--- src/rtl/biu_bus_sequencer.sv ---
// Bus interface unit sequencer: runs T1..T4 bus cycles with wait states,
// splits unaligned word transfers into two byte cycles and aborts on ready timeout.
module biu_bus_sequencer #(
  parameter int TIMEOUT_CYCLES = 255
) (
  input  logic        clk,
  input  logic        rst,
  input  logic        req_valid,
  output logic        req_ready,
  input  logic        req_we,
  input  logic        req_word,
  input  logic [19:0] req_addr,
  input  logic [15:0] req_wdata,
  output logic        rsp_valid,
  output logic [15:0] rsp_rdata,
  output logic        rsp_err,
  output logic [19:0] addr,
  output logic        rd,
  output logic        wr,
  output logic        bhe,
  output logic        a0,
  output logic [15:0] data_out,
  output logic        data_oe,
  input  logic [15:0] data_in,
  input  logic        ready,
  output logic        ale
);

  localparam logic [7:0] WAIT_LAST = 8'(TIMEOUT_CYCLES - 1);

  typedef enum logic [2:0] {
    IDLE = 3'd0,
    T1   = 3'd1,
    T2   = 3'd2,
    T3   = 3'd3,
    T4   = 3'd4
  } state_t;

  state_t      state_r, state_s;
  logic        we_r, split_r, pend_r;
  logic [15:0] wdata_r;
  logic [7:0]  lo_byte_r, wait_cnt_r;
  logic [19:0] addr_r;
  logic        bhe_r, a0_r;
  logic [15:0] data_out_r;
  logic        rd_r, wr_r, ale_r, data_oe_r, rsp_valid_r, rsp_err_r;
  logic [15:0] rsp_rdata_r;

  logic        accept_s, timeout_s, done_s, final_s;
  logic [7:0]  lane_byte_s;
  logic [15:0] rdata_s;
  logic [19:0] nxt_addr_s;
  logic        nxt_bhe_s, nxt_a0_s;
  logic [15:0] nxt_dout_s;

  assign req_ready = (state_r == IDLE) && !rst;
  assign addr      = addr_r;
  assign bhe       = bhe_r;
  assign a0        = a0_r;
  assign data_out  = data_out_r;
  assign data_oe   = data_oe_r;
  assign rd        = rd_r;
  assign wr        = wr_r;
  assign ale       = ale_r;
  assign rsp_valid = rsp_valid_r;
  assign rsp_err   = rsp_err_r;
  assign rsp_rdata = rsp_rdata_r;

  // Next-state logic plus lane steering for the upcoming T1 and read capture
  always_comb begin
    state_s     = state_r;
    accept_s    = req_valid && req_ready;
    timeout_s   = (state_r == T3) && !ready && (wait_cnt_r == WAIT_LAST);
    done_s      = (state_r == T3) && ready;
    final_s     = timeout_s || (done_s && !pend_r);
    lane_byte_s = a0_r ? data_in[15:8] : data_in[7:0];

    // Split reads assemble {second byte, first byte}
    if (split_r) begin
      rdata_s = {lane_byte_s, lo_byte_r};
    end else if (bhe_r && !a0_r) begin
      rdata_s = data_in;
    end else begin
      rdata_s = {8'h00, lane_byte_s};
    end

    if (state_r == IDLE) begin
      nxt_addr_s = req_addr;
      nxt_bhe_s  = req_word | req_addr[0];
      nxt_a0_s   = req_addr[0];
      if (req_word && !req_addr[0]) begin
        nxt_dout_s = req_wdata;
      end else if (req_addr[0]) begin
        nxt_dout_s = {req_wdata[7:0], 8'h00};
      end else begin
        nxt_dout_s = {8'h00, req_wdata[7:0]};
      end
    end else begin
      nxt_addr_s = addr_r + 20'd1;
      nxt_bhe_s  = 1'b0;
      nxt_a0_s   = 1'b0;
      nxt_dout_s = {8'h00, wdata_r[15:8]};
    end

    case (state_r)
      IDLE:    state_s = accept_s ? T1 : IDLE;
      T1:      state_s = T2;
      T2:      state_s = T3;
      T3:      state_s = (ready || timeout_s) ? T4 : T3;
      T4:      state_s = pend_r ? T1 : IDLE;
      default: state_s = IDLE;
    endcase
  end

  // State register
  always_ff @(posedge clk or posedge rst) begin
    if (rst) begin
      state_r <= IDLE;
    end else begin
      state_r <= state_s;
    end
  end

  // Request capture, bus outputs registered against the next state, and response
  always_ff @(posedge clk or posedge rst) begin
    if (rst) begin
      we_r        <= 1'b0;
      split_r     <= 1'b0;
      pend_r      <= 1'b0;
      wdata_r     <= 16'h0000;
      lo_byte_r   <= 8'h00;
      wait_cnt_r  <= 8'h00;
      addr_r      <= 20'h00000;
      bhe_r       <= 1'b0;
      a0_r        <= 1'b0;
      data_out_r  <= 16'h0000;
      rd_r        <= 1'b0;
      wr_r        <= 1'b0;
      ale_r       <= 1'b0;
      data_oe_r   <= 1'b0;
      rsp_valid_r <= 1'b0;
      rsp_err_r   <= 1'b0;
      rsp_rdata_r <= 16'h0000;
    end else begin
      if (accept_s) begin
        we_r    <= req_we;
        wdata_r <= req_wdata;
        split_r <= req_word & req_addr[0];
        pend_r  <= req_word & req_addr[0];
      end else if (timeout_s || (state_r == T4)) begin
        pend_r <= 1'b0;
      end

      if (state_s == T1) begin
        addr_r     <= nxt_addr_s;
        bhe_r      <= nxt_bhe_s;
        a0_r       <= nxt_a0_s;
        data_out_r <= nxt_dout_s;
      end

      if (state_r == T1) begin
        wait_cnt_r <= 8'h00;
      end else if ((state_r == T3) && !ready) begin
        wait_cnt_r <= wait_cnt_r + 8'd1;
      end

      if (done_s && pend_r) begin
        lo_byte_r <= lane_byte_s;
      end

      rd_r        <= !we_r && ((state_s == T2) || (state_s == T3));
      wr_r        <= we_r && ((state_s == T2) || (state_s == T3));
      data_oe_r   <= we_r && ((state_s == T2) || (state_s == T3) || (state_s == T4));
      ale_r       <= (state_s == T1);
      rsp_valid_r <= final_s;

      if (final_s) begin
        rsp_err_r   <= timeout_s;
        rsp_rdata_r <= (timeout_s || we_r) ? 16'h0000 : rdata_s;
      end
    end
  end

endmodule

--- config.mk ---
export PLATFORM = sky130hd
export DESIGN_NAME = biu_bus_sequencer
export DESIGN_NICKNAME = d
export VERILOG_FILES = /design/src/rtl/biu_bus_sequencer.sv
export SDC_FILE = /design/constraint.sdc
export NUM_CORES = 1
export LEC_CHECK = 0
export BUFFER_PORTS_ARGS = -buffer_cell sky130_fd_sc_hd__buf_2
export CAP_MARGIN = 20
export CORE_UTILIZATION = 53
export DETAILED_ROUTE_END_ITERATION = 12
export GPL_TIMING_DRIVEN = 0
export HOLD_SLACK_MARGIN = 0.05
export PLACE_DENSITY = 0.91
export SLEW_MARGIN = 20
export SYNTH_ARGS = -nofsm -noshare
export SYNTH_HDL_FRONTEND = slang
export SYNTH_SLANG_ARGS = --single-unit
--- constraint.sdc ---
create_clock -name clk -period 3.4 [get_ports clk]
set_clock_uncertainty 0.05 [all_clocks]
set_input_delay 0.17 -clock clk [delete_from_list [all_inputs] [get_ports clk]]
set_output_delay 0.17 -clock clk [all_outputs]
set_load 0.02 [all_outputs]
# ---- Word-level counts from Yosys, hierarchy flattened
# Index checks and enable logic that the tools add are counted.
dict set report word_totals {
  ff_bits 98
  inputBits 58
  output_inout_bits 61
  wordCells 76
}
dict set report classes {
  addsub 2
  n_eq_ne 9
  n_mux 18
  bitwise_logic 2
  reduce_logical 27
}
# cell n
set op_table {}
lappend op_table {{$mux W16} 6}
lappend op_table {{$mux W8} 3}
lappend op_table {{$add A20 B1 Y20 const B} 1}
lappend op_table {{$mux W20} 1}
lappend op_table {{$pmux W3 S5} 1}
lappend op_table {{$eq A3 B2 Y1 const B} 4}
lappend op_table {{$logic_and A1 B1 Y1} 12}
lappend op_table {{$add A8 B1 Y8 const B} 1}
lappend op_table {{$eq A8 B8 Y1 const B} 1}
lappend op_table {{$eq A3 B1 Y1 const B} 2}
lappend op_table {{$eq A3 B3 Y1 const B} 2}
lappend op_table {{$logic_not A1 Y1} 6}
lappend op_table {{$logic_or A1 B1 Y1} 6}
lappend op_table {{$mux W1} 6}
lappend op_table {{$reduce_bool A2 Y1} 2}
lappend op_table {{$logic_not A3 Y1} 1}
lappend op_table {{$mux W3} 1}
lappend op_table {{$and A1 B1 Y1} 1}
lappend op_table {{$or A1 B1 Y1} 1}

# ---- Depth between registers and ports, before layout
# Gate-level depths: netlist (run 1).
dict set report logic_depth {
  word_depth 10
  depth_mapped 7
  depth_no_buf 6
}

# ---- Worst setup path after synthesis (run 1)
# OpenSTA, ideal clock, no wires.
dict set report synth_path {
  path_kind {input -> register}
  startpoint {input rst}
  endpoint {register wdata_r[10]}
  setup_time_ns 0.125
  arrival_time_ns 3.080
  t_required_ns 3.225
  slack_ns 0.145
  stages 4
  n_path_buf 1
  path_cell_list {inv_1 nand3_2 buf_2 mux2_2}
}
dict set report synth_between {
  elab_chain_cells 3
}
# item line_no
set synth_lines {}
lappend synth_lines {{start: declaration} 7} ;# input logic rst,
lappend synth_lines {{$logic_not A1 Y1 (no line)} -}
lappend synth_lines {{$logic_and A1 B1 Y1} 56} ;# assign req_ready = (state_r == IDLE) && !rst;
lappend synth_lines {{$logic_and A1 B1 Y1} 72} ;# accept_s = req_valid && req_ready;
lappend synth_lines {{end signal: assignment} 147} ;# wdata_r <= req_wdata;
lappend synth_lines {{end: declaration} 41} ;# logic [15:0] wdata_r;
# Every way passes these cells.
# A chain may end at the register's enable or synchronous reset.

# ---- Final worst setup path (run 1)
dict set report layout_path {
  startpoint {input rst}
  endpoint {register wdata_r[9]}
}
# Same word-level chain as after synthesis.

==> impl_metrics.csv, run 1 <==
group,metric,value,unit
synthesis,postSynth.topFlopCell,"sky130_fd_sc_hd__dfrtp_1",
clock_tree,cts.reportedPaths.clkPinSlew,0.10,ns
clock_tree,tritoncts.num_buffers,9,
route,post_route_drc,0,
pwr,power.ir.vdd_worst,0.0004968,V
synthesis,netlist-cell-type-count,64,
worst_setup_path,critical_path.endpoint_type,"register",
cells_and_area,antenna-diode-count,0,
grt,grt_max_degree,48,
worst_setup_path,kind_of_critical_path,"input port to register",
placement,placement.setup.worst_slack,1.238,ns
synthesis,net_count_synth,527,
flow_run,max_cap_viol_count,0,
placement,place_inst,690,
cells_and_area,final_util,70.03,%
grt,grt_remaining_overflow,0,
cells_and_area,register_area,2252,µm²
synthesis,synthDominantCellAreaShare,47.96,%
worst_setup_path,critPathLaunchType,"input port",
synthesis,gate_count_after_technology_mapping,466,
sta,timing.max_slew.rel_slack,44.38,%
pwr,power.leakage,2.718,nW
floorplanning,num_io_pins,119,
route,drt_first_pass_iters,5,
route,drt_iter0_drc,255,
clock_tree,cts_num_sinks,90,
worst_setup_path,arrival,2.52,ns
clock_tree,clock_tree.htree_level_count,3,
synthesis,sequential_area_share_after_synthesis,47.96,%
clock_tree,cts_buffer_depth,2,
floorplanning,design.core.area,8382,µm²
placement,hpwl,9188,µm
placement,port_buffers,118,
route,route.detailed.vias_per_inst,6.107,
cells_and_area,final_layout_size_suffix_gt1_share,30.77,%
synthesis,syn_area,4696,µm²
sta,max_slew.worst_pin.slew,0.8324,ns
min_path,worst_hold_path_type,"input port to register",
worst_setup_path,worstPathRequired,3.60,ns
grt,antenna_found_initial,0,
synthesis,synth_seq_cells,90,
placement,finalWeightedCongestion,0.8996,
sta,final_max_slew_viol_count,0,
sta,rsz_0062_raised_after_global_routing,"no",
pwr,design_power_total,0.005072,W
clock_tree,clockRootBuffer,"sky130_fd_sc_hd__clkbuf_8",
worst_setup_path,worstPathMaxFanout,47,
sta,max_freq,432.4,MHz
synthesis,post_synth_main_area_contributors,"sky130_fd_sc_hd__dfrtp_1, sky130_fd_sc_hd__mux2_2, sky130_fd_sc_hd__nor2_1, sky130_fd_sc_hd__o21ai_0, sky130_fd_sc_hd__nand2_1",
sta,final_clock_period_utilization_by_the_worst_path,68.02,%
clock_tree,cts_tree,"done",
route,drtAntennaViolNets,0,
synthesis,post_synth_edffs,0,
grt,grt_pass1_wl,21030,µm
route,drt_total_wl,13310,µm
cells_and_area,flow.area_growth_from_synthesis,24.99,%
grt,grt_pass1_vias,4395,
floorplanning,overall_die_area,9240,µm²
synthesis,syn_area_per_cell,10.08,µm²
cells_and_area,nets,680,
synthesis,ys_async_sr_fraction,100.0,%
floorplanning,die-width,96.13,µm
clock_tree,postCtsSetupBuffers,0,
route,vias,4452,
sta,final.min_clock_period,2.313,ns
synthesis,synthesis.yosys.warnings,0,
route,post_drt_wl_per_cell,18.26,µm
cells_and_area,multi_input_gate_area_in_the_final_layout,2221,µm²
cells_and_area,final_cells,729,
cells_and_area,fillers,610,
clock_tree,worst_skew_pair.late_latency,0.36,ns
grt,grt_util_all_layers,29.97,%
sta,layout_setup_ws,1.087,ns
floorplanning,die_h,96.13,µm
pwr,power.density_cell_area,864.1,nW/µm²
floorplanning,num_rows,33,
floorplanning,initial_utilization,56.02,%
sta,setup_viol_count_final,0,
clock_tree,cts-resized-gates,0,
run_status,outcome,"complete, no violations",
synthesis,cell_type_with_the_largest_total_area_after_synthesis,"sky130_fd_sc_hd__dfrtp_1",
sta,timing.final.hold_violations,0,
## area by class of cell
cell class,count,area share (%)
Buffer,32,3.027
Clock inverter,6,0.9166
Tap cell,105,2.238
Timing Repair Buffer,142,14.45
Multi-Input combinational cell,332,37.84
Inverter,12,0.8101
Sequential cell,90,38.37
Clock buffer,10,2.345
## repair_timing
item                                   in CTS  in global routing
setup endpoints to repair                   0                  0
hold buffers                               23                  0
endpoints found under the hold margin      68                  0
## synthesized netlist by cell type, drive strengths merged, types with 4 or more instances
cell type	count
a221oi	8
buf	20
o211ai	6
mux2i	9
nor3	4
a21oi	21
dfrtp	90
o22a	7
a211o	4
a211oi	8
a22o	8
clkbuf	12
and2	6
nand2	38
and4	6
nand3	24
nor3b	12
xor2	6
a22oi	8
nand4	11
mux2	20
o21ai	40
inv	12
nor2	49
## logic make-up after synthesis
group / count (synthesis) / synth area share [%]
and+or+nand+nor: 167 / 20.04
AOI/OAI and AO/OA: 126 / 18.44
DFF: 90 / 47.96
buffers and inverters: 44 / 4.743
muxes: 29 / 6.715
xor gates and xnor gates: 7 / 1.306
adders and majority gates: 3 / 0.7994
## power breakdown
| group | switching, W | leakage, nW | internal [W] | total, W |
|---|---|---|---|---|
| Combinational | 0.00155 | 1.50 | 0.000950 | 0.00250 |
| Clock | 0.000423 | 0.0962 | 0.000302 | 0.000725 |
| Sequential | 0.000348 | 1.12 | 0.00150 | 0.00185 |
## sequential cells by signal, indices dropped and copies added (netlist names), 3 cells and up
name / flops
addr: 20
lo_byte_r: 8
rsp_rdata: 16
state_r: 3
data_out: 16
wdata_r: 8
wait_cnt_r: 8
## stage by stage
step	setup TNS, ns	hold slack (ns)	cell area [µm²]
detailed placement	0	0.2614	5448
finish	0	0.07585	5869
global route	0	0.08095	5869
CTS	0	0.06110	5869
floorplan	0	0.2509	4696
global placement	-36.29	0.3557	5418
## metal layers
metal / up-vias / share of wire (%) / global-route usage [%]
li1: 2014 / - / -
met1: 2122 / 40 / 35.99
met2: 284 / 49 / 50.53
met3: 32 / 8.8 / 8.452
met4: 0 / 2.0 / 12.19
met5: - / 0 / 0
## worst paths after layout
check	from	endpoint	slack (ns)	cells past startpoint
hold / removal	req_addr[5]	addr[5]$_DFFE_PP0P_	0.08	3
setup reg to reg	wait_cnt_r[0]$_DFFE_PP0P_	rsp_rdata[0]$_DFFE_PP0P_	1.28	7
hold reg to reg	data_out[6]$_DFFE_PP0P_	data_out[6]$_DFFE_PP0P_	0.45	2
min in group asynchronous	rst	data_out[10]$_DFFE_PP0P_	0.42	3
max in group asynchronous	rst	lo_byte_r[4]$_DFFE_PP0P_	2.25	4
setup / recovery	rst	wdata_r[9]$_DFFE_PP0P_	1.09	7
## cells in the final DEF, fill, tap and decap left out, drive strengths merged, types with 3 or more instances in the layout
cell / instances
a211o: 4
a211oi: 8
a21oi: 21
a221oi: 8
a22o: 8
a22oi: 8
a2bb2oi: 3
and2: 6
and4: 6
buf: 139
clkbuf: 22
dfrtp: 90
dlygate4sd3: 23
ha: 3
inv: 17
mux2: 20
mux2i: 9
nand2: 38
nand3: 24
nand3b: 3
nand4: 11
nor2: 49
nor3: 4
nor3b: 12
o211ai: 6
o21ai: 40
o22a: 7
xor2: 6
## worst max-delay path: stages
cell,delay [ns]
sky130_fd_sc_hd__dlygate4sd3_1,0.54
sky130_fd_sc_hd__buf_2,0.15
sky130_fd_sc_hd__inv_4,0.46
sky130_fd_sc_hd__buf_16,0.31
sky130_fd_sc_hd__nand3_2,0.25
sky130_fd_sc_hd__buf_2,0.31
sky130_fd_sc_hd__mux2_2,0.31
No activity file was read; power rests on OpenSTA's default activity.
==> inputs of run 2 (changes only) <==
- CORE_UTILIZATION: 53 -> 48
- PLACE_DENSITY: 0.91 -> 0.87
- clock period: 3.4 -> 2.1 ns (I/O delays scaled with it)
==> run 2 against run 1 <==
Net effect: critical path depth is 2 lower; via count up 0.65%; setup slack lost 0.97 ns; hold slack lost 0.0084 ns; global-route usage is 2.1 points lower; sequential share of layout area down 1.4 points; utilization is 5.0 points lower; register-to-register slack worse by 1.2 ns; design area grew 3.8%; clock-buffer cell count unchanged; clock power rose by 61%; routed wire length rose by 1.8%; highest routed layer unchanged.
==> impl_metrics.csv, run 2 (synthesis results as in run 1) <==
group,metric,value,unit
sta,timing.final.hold_violations,0,
cells_and_area,antenna-diode-count,0,
min_path,worst_hold_path_type,"input port to register",
route,drt_iter0_drc,222,
floorplanning,die_h,100.9,µm
min_path,worst_hold_path.num_cells,3,
worst_setup_path,kind_of_critical_path,"register to register",
pwr,sw_frac_of_total,45.33,%
grt,grt_pass1_vias,4465,
pwr,power.sequential.fraction,36.3,%
clock_tree,cts.reportedPaths.clkPinSlew,0.09,ns
worst_setup_path,worstPathMaxFanout,8,
pwr,power.switching,0.003744,W
flow_run,max_cap_viol_count,0,
clock_tree,worst_skew_pair.late_latency,0.35,ns
clock_tree,cts_tree,"done",
cells_and_area,final_cell_area,6093,µm²
pwr,power.ir.vdd_worst,0.0007761,V
sta,setup_viol_count_final,0,
min_path,min_to,"lo_byte_r[1]$_DFFE_PP0P_",
cells_and_area,number_of_flip_flops_in_the_largest_register,20,
cells_and_area,final_cells,766,
sta,final_clock_period_utilization_by_the_worst_path,94.31,%
sta,max_freq,504.9,MHz
clock_tree,clock_tree.htree_level_count,3,
placement,port_buffers,118,
worst_setup_path,worstPathRequired,2.34,ns
sta,timing.max_slew.rel_slack,40.59,%
placement,hpwl,9374,µm
pwr,power.density_cell_area,1355,nW/µm²
pwr,design_power_total,0.008259,W
worst_setup_path,worst-r2r-cell-count,5,
run_status,outcome,"complete, no violations",
floorplanning,initial_utilization,50.11,%
worst_setup_path,critPathLaunchType,"register",
cells_and_area,final_layout_size_suffix_gt1_share,30.61,%
grt,grt_util_all_layers,27.86,%
floorplanning,die-width,100.9,µm
pwr,power_frac_clock,14.2,%
sta,max_slew.worst_pin.slew,0.8892,ns
cells_and_area,most-common-layout-cells,"sky130_fd_sc_hd__buf_2, sky130_fd_sc_hd__dfrtp_1, sky130_fd_sc_hd__nor2_1",
sta,final.min_clock_period,1.981,ns
route,drt_first_pass_iters,5,
clock_tree,cts_buffer_depth,2,
min_path,min-delay-start,"data_in[1]",
grt,grt_remaining_overflow,0,
worst_setup_path,crit_path_top_delay_cell,"sky130_fd_sc_hd__or4b_1",
worst_setup_path,arrival,2.22,ns
sta,final_max_slew_viol_count,0,
placement,place_inst,716,
route,post_drt_wl_per_cell,17.69,µm
pwr,cellInternalPower,0.004515,W
worst_setup_path,critical_path.endpoint_type,"register",
pwr,p_comb_share,49.5,%
clock_tree,clockRootBuffer,"sky130_fd_sc_hd__clkbuf_8",
route,vias,4481,
worst_setup_path,cpPeakStageDelay,0.54,ns
sta,setup-tns-final,0,ns
route,drtAntennaViolNets,0,
clock_tree,tritoncts.num_buffers,9,
floorplanning,overall_die_area,10180,µm²
cells_and_area,nets,693,
floorplanning,num_io_pins,119,
placement,placed_area,5537,µm²
cells_and_area,fillers,756,
route,route.detailed.vias_per_inst,5.850,
worst_setup_path,crit-reg2reg-capture,"addr[14]$_DFFE_PP0P_",
route,drt_total_wl,13550,µm
grt,grt_pass1_wl,22000,µm
grt,grt_max_degree,29,
pwr,power.leakage,2.805,nW
cells_and_area,final_common_cell,"sky130_fd_sc_hd__buf_2",
worst_setup_path,setup.reg_to_reg.worst_slack,0.12,ns
sta,rsz_0062_raised_after_global_routing,"no",
cells_and_area,flow.area_growth_from_synthesis,29.76,%
placement,finalWeightedCongestion,0.8901,
route,post_route_drc,0,
floorplanning,design.core.area,9371,µm²
worst_setup_path,cp_cell_sequence,"ha_1, and4_2, nand4_4, or4b_1, nand4_1",
worst_setup_path,r2r-start,"addr[0]$_DFFE_PP0P_",
clock_tree,cts_num_sinks,90,
floorplanning,num_rows,35,
grt,antenna_found_initial,0,
## run 2: cell types whose count changed in the layout (fill, tap and decap cells not counted), moves of 2 or more
cell | before | now
sky130_fd_sc_hd__dlygate4sd3_1 | 23 | 35
sky130_fd_sc_hd__buf_12 | 0 | 2
sky130_fd_sc_hd__clkbuf_1 | 12 | 10
sky130_fd_sc_hd__clkbuf_4 | 0 | 2
sky130_fd_sc_hd__buf_2 | 131 | 128
sky130_fd_sc_hd__mux2_2 | 19 | 16
sky130_fd_sc_hd__inv_6 | 4 | 2
sky130_fd_sc_hd__mux2_4 | 0 | 3
## run 2: worst max-delay path by stage
stage | from | to | slack [ns] | depth (start not counted)
2_1_floorplan | rst | wdata_r[10]$_DFFE_PP0P_ | -0.41 | 4
3_3_place_gp | rst | wdata_r[11]$_DFFE_PP0P_ | -1.40 | 5
3_5_place_dp | rst | wdata_r[10]$_DFFE_PP0P_ | -0.08 | 7
4_1_cts | wait_cnt_r[0]$_DFFE_PP0P_ | rsp_rdata[0]$_DFFE_PP0P_ | 0.08 | 7
5_1_grt | addr[0]$_DFFE_PP0P_ | addr[14]$_DFFE_PP0P_ | 0.006 | 5
6_report | addr[0]$_DFFE_PP0P_ | addr[14]$_DFFE_PP0P_ | 0.12 | 5
## run 2: layout make-up
class | instances | area, µm² | share of cell area, %
tap | 129 | 161.4 | 2.649
sequential | 90 | 2252 | 36.96
timing repair buffer | 157 | 1016 | 16.67
clock buffer | 10 | 137.6 | 2.259
buffer | 30 | 181.4 | 2.977
multi-input combinational | 332 | 2240 | 36.76
clock inverter | 6 | 56.30 | 0.9240
inverter | 12 | 48.80 | 0.8008
## run 2: worst max-delay path: cells and delay by family, from the launching register on
family        cells  cell delay, ns
fa+ha+maj         1            0.26
simple gates      4            1.14
flops             1            0.46
## run 2: metrics by stage
| stage | util, % | setup WS [ns] | hold slack, ns |
|---|---|---|---|
| 4_1_cts | 64.93 | 0.08396 | 0.05027 |
| 3_5_place_dp | 59.08 | -0.07844 | 0.1369 |
| 5_1_grt | 65.02 | 0.005922 | 0.06117 |
| 6_report | 65.02 | 0.1194 | 0.06741 |
| 2_1_floorplan | - | -0.4099 | 0.1859 |
| 3_3_place_gp | 58.36 | -1.398 | 0.3050 |
## run 2: power by group through the flow
| stage | Sequential, W | Combinational [W] | Clock, W |
|---|---|---|---|
| 6_report | 0.00300 | 0.00409 | 0.00117 |
| 5_1_grt | 0.00308 | 0.00444 | 0.00126 |
| 4_1_cts | 0.00297 | 0.00405 | 0.00120 |
| 3_5_place_dp | 0.00299 | 0.00398 | 0 |
| 3_3_place_gp | 0.00295 | 0.00384 | 0 |
| 2_1_floorplan | 0.00351 | 0.00217 | 0 |
## run 2: metal layers
layer / routed length (µm) / GRT usage (%) / vias to the layer above
li1: - / - / 2044
met1: 5608 / 35.04 / 2170
met2: 6590 / 47.15 / 229
met3: 1003 / 6.172 / 38
met4: 346 / 10.26 / 0
met5: 0 / 0 / -
## run 2: repair_timing
item | CTS | global route
gates resized for setup | 1 | 2
hold endpoints to repair | 48 | 0
pin swaps | 0 | 1
hold buffers | 35 | 0
buffers inserted | 0 | 1
endpoints found under the setup margin | 2 | 4
